$ cat config.mk
export PLATFORM = sky130hd
export DESIGN_NAME = elastic_stage
export DESIGN_NICKNAME = d
export VERILOG_FILES = /design/src/rtl/stage_pkg.sv /design/src/rtl/elastic_stage.sv
export SDC_FILE = /design/constraint.sdc
export NUM_CORES = 1
export LEC_CHECK = 0
export BUFFER_PORTS_ARGS = -buffer_cell sky130_fd_sc_hd__clkbuf_2
export CAP_MARGIN = 10
export CORE_UTILIZATION = 49
export DETAILED_ROUTE_END_ITERATION = 10
export GPL_TIMING_DRIVEN = 0
export PLACE_DENSITY = 0.79
export SLEW_MARGIN = 20
export SYNTH_ARGS = -nofsm -noshare
export SYNTH_HDL_FRONTEND = slang
export SYNTH_SLANG_ARGS = --single-unit
$ cat constraint.sdc
create_clock -name clk -period 1.48 [get_ports clk]
set_clock_uncertainty 0.15 [all_clocks]
set_input_delay 0.222 -clock clk [delete_from_list [all_inputs] [get_ports clk]]
set_output_delay 0.222 -clock clk [all_outputs]
set_load 0.01 [all_outputs]
$ cat src/rtl/stage_pkg.sv
// Shared definitions for the elastic pipeline stage: state encoding and
// the mapping from state to live entry count.
package stage_pkg;

  typedef enum logic [1:0] {
    EMPTY = 2'd0,
    BUSY  = 2'd1,
    FULL  = 2'd2
  } stage_state_e;

  // Number of live entries held in a given state.
  function automatic logic [1:0] state_occupancy(input stage_state_e s);
    logic [1:0] occ;
    case (s)
      EMPTY:   occ = 2'd0;
      BUSY:    occ = 2'd1;
      FULL:    occ = 2'd2;
      default: occ = 2'd0;
    endcase
    return occ;
  endfunction

endpackage

$ cat src/rtl/elastic_stage.sv
// Valid/ready elastic pipeline stage. With SKID_EN=1 it is a two-entry skid
// buffer whose in_ready comes straight from a flop; with SKID_EN=0 it is a
// single register whose in_ready looks through to out_ready.
module elastic_stage
  import stage_pkg::*;
#(
  parameter int WIDTH   = 32,
  parameter bit SKID_EN = 1'b1
) (
  input  logic             clk,
  input  logic             reset_n,
  input  logic             flush,
  input  logic             in_valid,
  input  logic [WIDTH-1:0] in_data,
  output logic             in_ready,
  output logic             out_valid,
  output logic [WIDTH-1:0] out_data,
  input  logic             out_ready,
  output logic [1:0]       occupancy
);

  stage_state_e     state_q, state_d;
  logic [WIDTH-1:0] main_q, main_d;
  logic             valid_q;
  logic             skid_load;
  logic [WIDTH-1:0] skid_val;
  logic             in_fire;
  logic             out_fire;

  assign in_fire  = in_valid && in_ready;
  assign out_fire = valid_q && out_ready;

  // Next-state and main-register selection; flush overrides everything and
  // only clears validity, leaving the data registers as they were.
  always_comb begin
    state_d   = state_q;
    main_d    = main_q;
    skid_load = 1'b0;
    case (state_q)
      EMPTY: begin
        if (in_fire) begin
          state_d = BUSY;
          main_d  = in_data;
        end
      end
      BUSY: begin
        if (in_fire && out_fire) begin
          main_d = in_data;
        end else if (in_fire) begin
          // Only reachable with a skid register: without one, in_ready in
          // BUSY already implies out_ready.
          if (SKID_EN) begin
            state_d   = FULL;
            skid_load = 1'b1;
          end
        end else if (out_fire) begin
          state_d = EMPTY;
        end
      end
      FULL: begin
        if (out_fire) begin
          state_d = BUSY;
          main_d  = skid_val;
        end
      end
      default: state_d = EMPTY;
    endcase
    if (flush) begin
      state_d   = EMPTY;
      main_d    = main_q;
      skid_load = 1'b0;
    end
  end

  // State, main register and registered out_valid.
  always_ff @(posedge clk or negedge reset_n) begin
    if (!reset_n) begin
      state_q <= EMPTY;
      main_q  <= '0;
      valid_q <= 1'b0;
    end else begin
      state_q <= state_d;
      main_q  <= main_d;
      valid_q <= (state_d != EMPTY);
    end
  end

  generate
    if (SKID_EN) begin : g_skid
      logic [WIDTH-1:0] skid_q;
      logic             full_q;

      // Skid register and registered FULL flag feeding in_ready.
      always_ff @(posedge clk or negedge reset_n) begin
        if (!reset_n) begin
          skid_q <= '0;
          full_q <= 1'b0;
        end else begin
          if (skid_load) begin
            skid_q <= in_data;
          end
          full_q <= (state_d == FULL);
        end
      end

      assign skid_val = skid_q;
      assign in_ready = !full_q;
    end else begin : g_noskid
      assign skid_val = '0;
      assign in_ready = !valid_q || out_ready;
    end
  endgenerate

  assign out_valid = valid_q;
  assign out_data  = main_q;
  assign occupancy = state_occupancy(state_q);

endmodule

==> results.md <==
* Run status: finished with violations
* Failing checks: setup timing
* Power per cell area at 1426 mW/mm2
* Count of cells along the worst hold path at 2
* TritonCTS clock tree: built
* Final-layout worst hold slack at 0.02945 ns
* Worst Setup Start Kind: register
* Number of storage elements in the synthesis netlist at 68
* CP bufs+invs at 2
* Kind of end point of the critical path: register
* Critical path depth at 5
* Core region area at 0.006794 mm2
* Mapped Nets at 320
* Average cell area after synthesis at ~12 um2
* Worst ir drop on vdd at 0.0008049 V
* Fraction of final layout cells sized beyond drive strength 1 at 54.09%
* Final worst-path setup slack at -0.2909 ns
* IO Port Bufs at 71
* Critical path data arrival time at 1.86 ns
* Switch Pwr at about 2.2 mW
* Max-slew violation total from the final report at 0
* Worst hold path class: in2reg
* Number of hold violations in the final report at 0
* Area Overhead vs Synth at 48.93%
* Count of distinct cell types in the synthesized netlist at 25
* Worst-path clk slew at 0.07 ns
* Initial detailed-routing violation count at 104
* Net switching share of the total power at 30.29%
* Pin count of the biggest net entering global routing at 51
* Boundary Pins at 73
* GRT overflow at 0
* Global-route total usage across every layer at 25.54%
* Routed vias at 2869
* Crit path max fanout at 8
* Register share of total power at 40.8%
* Reported max-cap violation count at 0
* Post-synthesis instance area at 0.003465 mm2
* CP delay by family, top: simple AND/OR/NAND/NOR gates
* Average routed wire per standard cell at approximately 18 um
* Buffer levels on the longest clock path at 2
* Synthesis warning total at 0
* Final net count at 448
* FP Rows at 30
* Final wirelength at 9.400 mm
* Final clock period utilization by the worst path at 119.7%
* Crit path required time at 1.57 ns
* Standard cell with the maximum stage delay on the critical path: sky130_fd_sc_hd__dfrtp_1
* Area of the die at 0.007411 mm2
* Proportion of power drawn by the clock network at 23.1%
* CP Cell Sequence: buf_6 -> and2b_2 -> nand3_4 -> clkbuf_16 -> mux2_4
* Worst-case reg-to-reg path depth at 5
* PnR Total Power at 7.357 mW
* Cell at the root of the clock tree: sky130_fd_sc_hd__clkbuf_8
* Cell-internal power at between 5 and 6 mW
* Post-placement worst setup slack at -0.4438 ns
* Height of the chip at 86.09 um
* H-tree depth reported by CTS at 3
* Class of the most critical setup path: reg2reg
* Post-DP HPWL at approximately 5.3 mm
* Routed vias/inst at 5.604
* Initial antenna violation count at 0
* Final setup vio count at 69
* Initial Utilization at 50.99%
* Number of iterations in the first detailed-routing pass at 4
* Total DRC errors in the routed layout at 0
* Slew HR at 43.10%
* Number of diodes at 0
* Number of buffers created by CTS at 9
* Maximum single-stage delay on the critical path at ~0.42 ns
* Sequential fraction of the synthesis area at 49.12%
* RSZ-0062 raised after global routing: yes
* Fin crit period at 1.771 ns
* Global-route wire length before repair at between 10 and 15 mm
* Area of all placed cells without fillers at 0.005160 mm2
* Cell count after synthesis at 283
* DRT antenna net count at 0
* Die width at around 86 um
* Via count of the first global-routing pass at 2919
* Highest achievable clock rate at between 500 and 600 MHz
* Leakage power of the design at between 2 and 2.5 nW
* Weighted congestion at the end of routability-driven global placement at 0.8394
* Transition time of the tightest slew-check pin at 0.8535 ns
* Clock latency at the later pin of the worst-skew pair at approximately 0.35 ns
* Placed Instance Area at 0.004182 mm2
* Clock Sink Count at between 60 and 70
* Part of the power in combinational logic at a little over a third
* Utilization after layout at 75.95%
metrics by stage:
stage / cells / TNS [ns]
5_1_grt: 512 / -19.70
4_1_cts: 506 / -16.07
2_1_floorplan: 283 / -5.451
6_report: 512 / -17.41
3_3_place_gp: 450 / -49.64
3_5_place_dp: 451 / -19.45
cells in the mapped netlist:
cell | count | share of area [%]
sky130_fd_sc_hd__nand2_1 | 1 | 0.11
sky130_fd_sc_hd__a21boi_0 | 3 | 0.65
sky130_fd_sc_hd__a22oi_2 | 30 | 11
sky130_fd_sc_hd__dfrtp_1 | 68 | 49
sky130_fd_sc_hd__mux2_1 | 8 | 2.6
sky130_fd_sc_hd__a211oi_1 | 32 | 6.9
sky130_fd_sc_hd__o21ai_0 | 1 | 0.14
sky130_fd_sc_hd__a21oi_1 | 35 | 5.1
sky130_fd_sc_hd__a22oi_1 | 2 | 0.43
sky130_fd_sc_hd__nor4b_2 | 1 | 0.43
sky130_fd_sc_hd__mux2_2 | 24 | 7.8
sky130_fd_sc_hd__and4b_1 | 2 | 0.58
sky130_fd_sc_hd__nand3_2 | 1 | 0.29
sky130_fd_sc_hd__inv_1 | 3 | 0.33
sky130_fd_sc_hd__nand2b_1 | 2 | 0.36
sky130_fd_sc_hd__clkbuf_1 | 19 | 2.1
sky130_fd_sc_hd__buf_6 | 4 | 1.3
sky130_fd_sc_hd__and3b_1 | 32 | 8.1
sky130_fd_sc_hd__a211o_4 | 1 | 0.51
sky130_fd_sc_hd__nor2_1 | 1 | 0.11
sky130_fd_sc_hd__and2b_1 | 2 | 0.43
sky130_fd_sc_hd__buf_2 | 8 | 1.2
sky130_fd_sc_hd__clkbuf_2 | 1 | 0.14
sky130_fd_sc_hd__o21bai_2 | 1 | 0.33
sky130_fd_sc_hd__o31ai_1 | 1 | 0.22
power groups by stage:
stage / clock (mW) / sequential [mW] / combinational, mW
after CTS: 1.73 / 2.96 / 2.48
after global placement: 0 / 2.93 / 2.07
after detailed placement: 0 / 2.98 / 2.13
after global routing: 1.80 / 3.07 / 2.85
final: 1.70 / 3.01 / 2.65
after floorplan: 0 / 3.03 / 1.36
sequential cells by signal (all words and copies together), names as in the netlist:
| signal | flops |
|---|---|
| out_valid | 1 |
| state_q | 2 |
| out_data | 32 |
| g_skid.full_q | 1 |
| g_skid.skid_q | 32 |
path summary, 6_finish.rpt:
kind,from,end,slack (ns)
setup / recovery,state_q[0]$_DFF_PN0_,g_skid.skid_q[11]$_DFFE_PN0P_,-0.29
hold / removal,in_data[5],g_skid.skid_q[5]$_DFFE_PN0P_,0.03
setup reg to reg,state_q[0]$_DFF_PN0_,g_skid.skid_q[11]$_DFFE_PN0P_,-0.29
hold reg to reg,g_skid.skid_q[29]$_DFFE_PN0P_,g_skid.skid_q[29]$_DFFE_PN0P_,0.36
max in group asynchronous,reset_n,g_skid.full_q$_DFF_PN0_,0.47
min in group asynchronous,reset_n,out_data[2]$_DFFE_PN0P_,0.17
repair_timing:
action                                  CTS  global route
pin swaps                                 3             4
resized for setup                        56            32
endpoints found under the setup margin   70            70
cloned                                    0             3
endpoints found under the hold margin    99             0
hold buffers                             32             0
setup buffers                             7             5
cell families (layout without fill, tap and decap cells):
family | after synthesis | count (layout) | synth area share, %
compound gates | 106 | 106 | 25.10
buf+inv | 35 | 168 | 4.984
flops | 68 | 68 | 49.12
mux | 32 | 32 | 10.40
simple gates | 42 | 42 | 10.40
area by class of cell:
type,count,area (um2)
Buffer,30,310.3
Clock buffer,12,145.1
Clock inverter,4,72.57
Fill cell,442,1634
Inverter,3,13.76
Multi-Input combinational cell,180,1901
Sequential cell,68,1703
Tap cell,96,120.1
Timing Repair Buffer,119,894.6
metal layers:
metal  GRT usage, %  up-vias  part of all wire, %
li1               -     1333                    -
met1          31.72     1414                   41
met2          43.94       97                   52
met3          5.101       25                  4.6
met4          9.697        0                  2.6
met5              0        -                    0
placed cells by master, fill, tap and decap left out, types with 3 or more instances in the layout:
master,instances
sky130_fd_sc_hd__buf_6,6
sky130_fd_sc_hd__a211oi_4,3
sky130_fd_sc_hd__buf_4,10
sky130_fd_sc_hd__dlygate4sd3_1,32
sky130_fd_sc_hd__and3b_1,32
sky130_fd_sc_hd__buf_8,5
sky130_fd_sc_hd__clkbuf_8,13
sky130_fd_sc_hd__dfrtp_1,67
sky130_fd_sc_hd__buf_12,4
sky130_fd_sc_hd__clkbuf_2,74
sky130_fd_sc_hd__mux2_4,31
sky130_fd_sc_hd__a211oi_2,23
sky130_fd_sc_hd__clkbuf_16,4
sky130_fd_sc_hd__clkbuf_1,8
sky130_fd_sc_hd__a211oi_1,6
sky130_fd_sc_hd__a22oi_2,30
sky130_fd_sc_hd__a21oi_1,34
No activity file was read; power rests on OpenSTA's default activity.
